`config.mk`:
```
export PLATFORM = sky130hd
export DESIGN_NAME = brick_grid_sequencer
export DESIGN_NICKNAME = d
export VERILOG_FILES = /design/src/rtl/brick_grid_sequencer.sv
export SDC_FILE = /design/constraint.sdc
export NUM_CORES = 1
export LEC_CHECK = 0
export ABC_AREA = 1
export ABC_CLOCK_PERIOD_IN_PS = 3410
export CORE_ASPECT_RATIO = 1.75
export CORE_MARGIN = 2
export CORE_UTILIZATION = 55
export DETAILED_ROUTE_END_ITERATION = 12
export DONT_BUFFER_PORTS = 1
export PLACE_DENSITY = 0.82
export SETUP_SLACK_MARGIN = 0.2
export SLEW_MARGIN = 30
export SYNTH_ARGS = -nofsm -noshare
export SYNTH_HDL_FRONTEND = slang
export SYNTH_SLANG_ARGS = --single-unit
```
`constraint.sdc`:
```
create_clock -name clock -period 3.41 [get_ports clock]
set_clock_uncertainty 0.2 [all_clocks]
set_input_delay 0.5115 -clock clock [delete_from_list [all_inputs] [get_ports clock]]
set_output_delay 0.5115 -clock clock [all_outputs]
set_load 0.02 [all_outputs]
```
`src/rtl/brick_grid_sequencer.sv`:
```
// Brick-grid scan sequencer: walks an 8x6 brick grid and hands each live or dirty brick
// to a downstream draw stage. It also tracks which bricks are still alive after collision hits.
module brick_grid_sequencer #(
    parameter logic [7:0] X_OFFSET = 8'd16,
    parameter logic [6:0] Y_OFFSET = 7'd8
) (
    input  logic       clock,
    input  logic       reset_state,
    input  logic       start,
    input  logic       load_level,
    input  logic       hit_valid,
    input  logic [2:0] hit_col,
    input  logic [2:0] hit_row,
    input  logic       draw_done,
    output logic       draw_enable,
    output logic [7:0] brick_x,
    output logic [6:0] brick_y,
    output logic [2:0] brick_colour,
    output logic       busy,
    output logic       frame_done,
    output logic [5:0] bricks_left,
    output logic       all_cleared
);

    typedef enum logic [2:0] {IDLE, CHECK, DRAW, NEXT, FINISH} state_t;

    state_t      state, state_next;
    logic [47:0] alive, dirty;
    logic [2:0]  col, row;
    logic [5:0]  idx, hit_idx;
    logic        hit_ok;

    // row*8 + col is just the concatenation of the two 3-bit counters
    assign idx     = {row, col};
    assign hit_idx = {hit_row, hit_col};
    assign hit_ok  = hit_valid && (hit_row <= 3'd5) && alive[hit_idx];

    assign brick_x     = X_OFFSET + {1'b0, col, 4'b0000};
    assign brick_y     = Y_OFFSET + {2'b00, row, 2'b00};
    assign busy        = (state != IDLE);
    assign draw_enable = (state == DRAW);
    assign frame_done  = (state == FINISH);
    assign all_cleared = (bricks_left == 6'd0);

    always_comb begin
        brick_colour = 3'b000;
        if (alive[idx]) begin
            case (row)
                3'd0:    brick_colour = 3'b100;
                3'd1:    brick_colour = 3'b110;
                3'd2:    brick_colour = 3'b010;
                3'd3:    brick_colour = 3'b011;
                3'd4:    brick_colour = 3'b001;
                3'd5:    brick_colour = 3'b101;
                default: brick_colour = 3'b000;
            endcase
        end
    end

    always_comb begin
        state_next = state;
        case (state)
            IDLE:    if (start) state_next = CHECK;
            CHECK:   state_next = (alive[idx] || dirty[idx]) ? DRAW : NEXT;
            DRAW:    if (draw_done) state_next = NEXT;
            NEXT:    state_next = (idx == 6'd47) ? FINISH : CHECK;
            FINISH:  state_next = IDLE;
            default: state_next = IDLE;
        endcase
    end

    always_ff @(posedge clock) begin
        if (!reset_state) begin
            state       <= IDLE;
            alive       <= '0;
            dirty       <= '0;
            col         <= '0;
            row         <= '0;
            bricks_left <= '0;
        end else begin
            state <= state_next;
            if (state == IDLE && start) begin
                col <= '0;
                row <= '0;
            end
            if (state == NEXT && idx != 6'd47) begin
                if (col == 3'd7) begin
                    col <= '0;
                    row <= row + 3'd1;
                end else begin
                    col <= col + 3'd1;
                end
            end
            if (state == IDLE && load_level) begin
                alive       <= '1;
                dirty       <= '0;
                bricks_left <= 6'd48;
            end else begin
                if (state == DRAW && draw_done)
                    dirty[idx] <= 1'b0;
                // Later assignment wins: a hit landing with draw_done keeps the brick dirty
                if (hit_ok) begin
                    alive[hit_idx] <= 1'b0;
                    dirty[hit_idx] <= 1'b1;
                    if (bricks_left != 6'd0)
                        bricks_left <= bricks_left - 6'd1;
                end
            end
        end
    end

endmodule

```
==> metrics.yaml, run 1 <==
outcome: "completed"
synthArstFlopShare_pct: 0
slew_viol_final: 0
power_density_nw_per_um2: 441.8
ir_worst_vdd_mv: 0.2543
die_x_um: 87.29
rrSetupSlack_ns: 0.77
worst_slack_ns: 0.3486
synthTopCellsByArea: "dfxtp_1 33%, nand2_1 20%, a21oi_1 11%"
place_ws_ns: 0.4340
post-route-min-period_ns: 3.061
crit_path_end: "brick_colour[1]"
synth_edf_count: 0
synth_top_area_share_pct: 33.28
p_int_w: 0.002066
fin_crit_sh_pct: 89.78
p_clk_share_pct: 32.6
nFillCells: 1179
ios: 40
fp-row-count: 53
switchingPower_w: 0.001054
cp_data_required_time_ns: 2.70
ys_seq_area_share_pct: 33.28
reg2reg_to: "bricks_left[4]"
first_iter_violations: 590
drcViolationCount: 0
start_util_pct: 55.93
grt_usage_pct: 33.54
cts_buffers: 9
hold_violations: 0
dr_total_vias: 7341
first_pass_iters: 6
seqPwrFrac_pct: 47.2
yosysTopAreaCell: "dfxtp_1"
area_delta_synth_final_pct: 5.772
routed_wl_um: 21850
clock-root-buffer: "clkbuf_16"
coreArea_um2: 11940
cts_sinks: 111
hold_class: "in -> reg"
r2r_cells: 13
nets: 1076
setup_viol_count_final: 0
crit_path_end_kind: "output pin"
clock_latency_ns: 0.37
postSynthCellCount: 1077
gp_congestion: 0.9719
drive_above_1_share_pct: 5.871
clockBufferDepth: 2
synthFlopType: "dfxtp_1"
startpoint: "col[0]"
cts_hold_buf: 0
yosysWarnings: 0
tightest_slew_ns: 0.9401
path_clk_slew_ns: 0.07
grt_pass1_vias: 6570
wl_per_cell_um: 18.31
grt_max_degree: 100
cp_max_fo: 34
tns_ns: 0
dp_hpwl_um: 15260
die_area_um2: 13070
r2r-start: "alive[40]"
rsz0062_at_grt: "false"
final-seq-area_um2: 2225
grt.overflow.total: 0
leakage_nw: 2.714
synth.most_common_cell: "nand2_1"
ant_nets: 0
htreeDepth: 3
multi_input_area_um2: 3909
slew_headroom_pct: 37.33
syn_avg_cell_area_um2: 6.199
synth.distinct_cells: 35
io_buffer_count: 0
pwr-share-comb_pct: 20.2
antenna_found_initial: 0
crit_path_start_kind: "flip-flop"
crit_type: "reg -> out"
fmax_mhz: 326.6
vias_per_cell: 6.153
grt_pass1_wl_um: 34030
synth_common_cells: "363 x nand2_1, 142 x a21oi_1, 111 x dfxtp_1, 97 x o21ai_0, 82 x nand3_1"
die_h_um: 149.8
syn_area_um2: 6676
antenna_cells: 0
cts_tree: "yes"
arrival_ns: 2.35
synth-seq-cells: 111
drv_cap: 0
swShare_pct: 33.77
## registers in the layout (all words and copies together), names as in the netlist
signal	cells
dirty	48
row	3
bricks_left	6
alive	48
state	3
col	3
## worst max-delay path: stages, from the launching register on
cell and delay, ns:
dfxtp_1 0.40, buf_6 0.30, nand2_1 0.24, inv_2 0.21, nand2_1 0.07, nand4_1 0.11
nor2_1 0.05, nand2_1 0.06, and3_1 0.20, a21oi_4 0.07, a21oi_2 0.25
## cells in the final DEF, fill, tap and decap left out, drive strengths merged, types with 4 or more instances in the layout
master,count
a21oi,142
buf,22
clkbuf,11
clkinv,4
conb,7
dfxtp,111
ha,13
inv,76
nand2,365
nand3,82
nor2,57
nor3,9
o211ai,8
o21ai,102
o31ai,24
## metal layers
layer / routed length [µm] / up-vias / track usage (%)
li1: - / 3485 / -
met1: 7922 / 3327 / 39.69
met2: 10520 / 406 / 53.45
met3: 1648 / 123 / 4.523
met4: 1758 / 0 / 26.08
met5: 0 / - / 0
## how the worst min path moves through the flow
stage,startpoint,endpoint,depth (start not counted)
after floorplan,dirty[43],dirty[43],2
after global placement,dirty[47],dirty[47],2
after detailed placement,dirty[31],dirty[31],2
after CTS,reset_state,state[1],1
after global routing,reset_state,state[1],1
final,reset_state,state[1],1
## area by class of cell
class	instances	area share [%]
repair buffers	22	2.746
inverters	78	4.199
flip-flops and latches	111	31.50
well taps	137	2.427
multi-input cells	829	55.35
clock buffers	11	3.296
clock inverters	5	0.4784
## kinds of logic after synthesis
family                     after synthesis  synth area share (%)
buffers and inverters                  143                 9.164
AOI/OAI and AO/OA                      282                 22.55
adders and majority gates               13                 2.436
other                                    1               0.05617
xor gates and xnor gates                 4                0.5248
DFF                                    111                 33.28
and+or+nand+nor                        523                 31.99
## through the flow
step | utilization, % | std cells | hold WS, ns | power, W | area (µm²)
after floorplan | - | 1083 | 0.2480 | 0.001958 | 6699
after global placement | 56.54 | 1177 | 0.2559 | 0.002099 | 6749
after detailed placement | 56.54 | 1177 | 0.2615 | 0.002112 | 6749
after CTS | 58.80 | 1193 | 0.07645 | 0.003097 | 7019
after global routing | 59.16 | 1193 | 0.07581 | 0.003252 | 7062
final | 59.16 | 1193 | 0.07293 | 0.003120 | 7062
## power groups by stage
stage,Combinational [W],Sequential (W),Clock [W]
after floorplan,0.000497,0.00146,0
after global placement,0.000605,0.00149,0
after detailed placement,0.000615,0.00150,0
after CTS,0.000620,0.00147,0.00101
after global routing,0.000707,0.00148,0.00107
final,0.000631,0.00147,0.00102
## timing repair
| item | in CTS | in global routing |
|---|---|---|
| setup endpoints to repair | 3 | 3 |
| cloned | 0 | 0 |
| buffers inserted | 0 | 0 |
| resized for setup | 2 | 13 |
No activity file was read; power rests on OpenSTA's default activity.
==> inputs of run 2 (changes only) <==
REMOVE_ABC_BUFFERS = 1   (was not set)
==> metrics.yaml, run 2 (synthesized netlist as in run 1, its figures left out) <==
drv_cap: 0  # unchanged
dp_hpwl_um: 15200  # -0.38%
placed_cells: 1181  # +0.34%
min_from: "reset_state"
cp_data_required_time_ns: 2.70  # about the same
r2r-start: "row[1]"
wl_per_cell_um: 18.05  # -1.4%
crit_path_start_kind: "flip-flop"
nFillCells: 1193  # +1.2%
antenna_found_initial: 0  # unchanged
htreeDepth: 3  # unchanged
routed_wl_um: 21600  # -1.1%
io_buffer_count: 0  # unchanged
antenna_cells: 0  # unchanged
hold_end: "state[1]"
grt_pass1_wl_um: 34430  # +1.2%
clock_latency_ns: 0.36  # about the same
post-route-min-period_ns: 3.018  # -0.04313 ns
rrSetupSlack_ns: 0.83  # +0.06 ns
ios: 40  # unchanged
cp_max_fo: 14  # -59%
dr_total_vias: 7345  # +0.054%
arrival_ns: 2.31  # -0.04 ns
hold_class: "in -> reg"
drcViolationCount: 0  # unchanged
clock-root-buffer: "clkbuf_16"
ir_worst_vdd_mv: 0.2854  # +12%
nets: 1080  # +0.37%
rsz0062_at_grt: "false"
slew_headroom_pct: 37.81  # +0.48 points
gp_congestion: 1.012  # +4.1%
grt_max_degree: 100  # unchanged
start_util_pct: 55.93  # unchanged
drive_above_1_share_pct: 6.509  # +0.64 points
fin_crit_sh_pct: 88.51  # -1.3 points
fp-row-count: 53  # unchanged
die_h_um: 149.8  # unchanged
cts_sinks: 111  # unchanged
area_delta_synth_final_pct: 6.128
reg_top3: "alive (48), dirty (48), bricks_left (6)"
crit_path_end_kind: "output pin"
coreArea_um2: 11940  # unchanged
final_common_cell: "nand2_1"
min_path_cells: 1  # unchanged
die_area_um2: 13070  # unchanged
hold_violations: 0  # unchanged
die_x_um: 87.29  # unchanged
reg2reg_to: "row[2]"
first_iter_violations: 640  # +8.5%
grt.overflow.total: 0  # unchanged
leakage_nw: 2.738  # +0.88%
r2r_cells: 11  # -2
post_cts.repair.setup_buffers: 0  # unchanged
first_pass_iters: 6  # unchanged
tightest_slew_ns: 0.9328  # -0.007225 ns
fmax_mhz: 331.3  # +1.4%
slew_viol_final: 0  # unchanged
ant_nets: 0  # unchanged
tns_ns: 0  # unchanged
vias_per_cell: 6.136  # -0.28%
outcome: "completed"
path_clk_slew_ns: 0.07  # about the same
layout_common_cells: "361 x nand2_1, 139 x a21oi_1, 109 x dfxtp_1"
power_density_nw_per_um2: 439.1  # -0.62%
cts_tree: "yes"
crit_type: "reg -> out"
grt_pass1_vias: 6800  # +3.5%
clockBufferDepth: 2  # unchanged
cts_buffers: 9  # unchanged
grt_usage_pct: 33.60  # +0.067 points
setup_viol_count_final: 0  # unchanged
stdcell_count: 1197  # +0.34%
cts_hold_buf: 0  # unchanged
## run 2: cell types whose count changed in the layout (fill, tap and decap cells not counted), sizes merged
cell / change
buf: +4
clkbuf: -2
clkinv: +2
clkinvlp: -1
inv: +1
## run 2: critical path: stages (launching register included)
cell	delay, ns
dfxtp_2	0.37
inv_1	0.09
buf_4	0.23
nand2_1	0.12
nor2_2	0.32
nand2_1	0.09
nand4_1	0.11
nor2_1	0.04
nand2_1	0.07
and3_1	0.16
a21oi_2	0.07
a21oi_2	0.27
## run 2: cell type report
cell class                 count  area [µm²]  area share, %
multi-input combinational    829        3904          55.09
sequential                   111        2225          31.40
inverter                      78       294.0          4.150
clock buffer                   9       225.2          3.179
timing repair buffer          26       211.5          2.984
tap                          137       171.4          2.419
clock inverter                 7       55.05         0.7770
## run 2: where the power goes
part           switching [W]  internal [W]
Combinational       0.000437      0.000187
Sequential         0.0000912       0.00138
Clock               0.000518      0.000503
## run 2: stage by stage
| step | hold slack (ns) | utilization [%] | instance area, µm² | worst slack (ns) | total power (W) |
|---|---|---|---|---|---|
| floorplan | 0.2480 | - | 6380 | -0.6600 | 0.001925 |
| global placement | 0.2552 | 56.69 | 6766 | 0.4891 | 0.002085 |
| detailed placement | 0.2594 | 56.73 | 6771 | 0.4660 | 0.002099 |
| CTS | 0.07237 | 59.22 | 7069 | 0.1988 | 0.003098 |
| global route | 0.06175 | 59.36 | 7086 | 0.2120 | 0.003254 |
| finish | 0.07576 | 59.36 | 7086 | 0.3917 | 0.003111 |
## run 2: timing repair
| action | in CTS | in global routing |
|---|---|---|
| resized for setup | 7 | 6 |
| pin swaps | 0 | 0 |
| endpoints found under the setup margin | 3 | 3 |
## run 2: worst max path at each step
stage	from	end	slack (ns)	depth (start not counted)
5_1_grt	col[0]	brick_colour[2]	0.21	11
2_1_floorplan	state[2]	bricks_left[5]	-0.66	8
3_5_place_dp	col[1]	brick_colour[0]	0.47	11
4_1_cts	col[1]	brick_colour[0]	0.20	11
6_report	col[1]	brick_colour[1]	0.39	11
3_3_place_gp	col[1]	brick_colour[0]	0.49	11
## run 2: metal layers
layer  vias up  wire (µm)  global-route usage, %
met5         -          0                      0
met4         0       1673                  23.31
met3       128       1698                  7.281
met2       415      10610                  55.72
met1      3312       7616                  37.34
li1       3490          -                      -
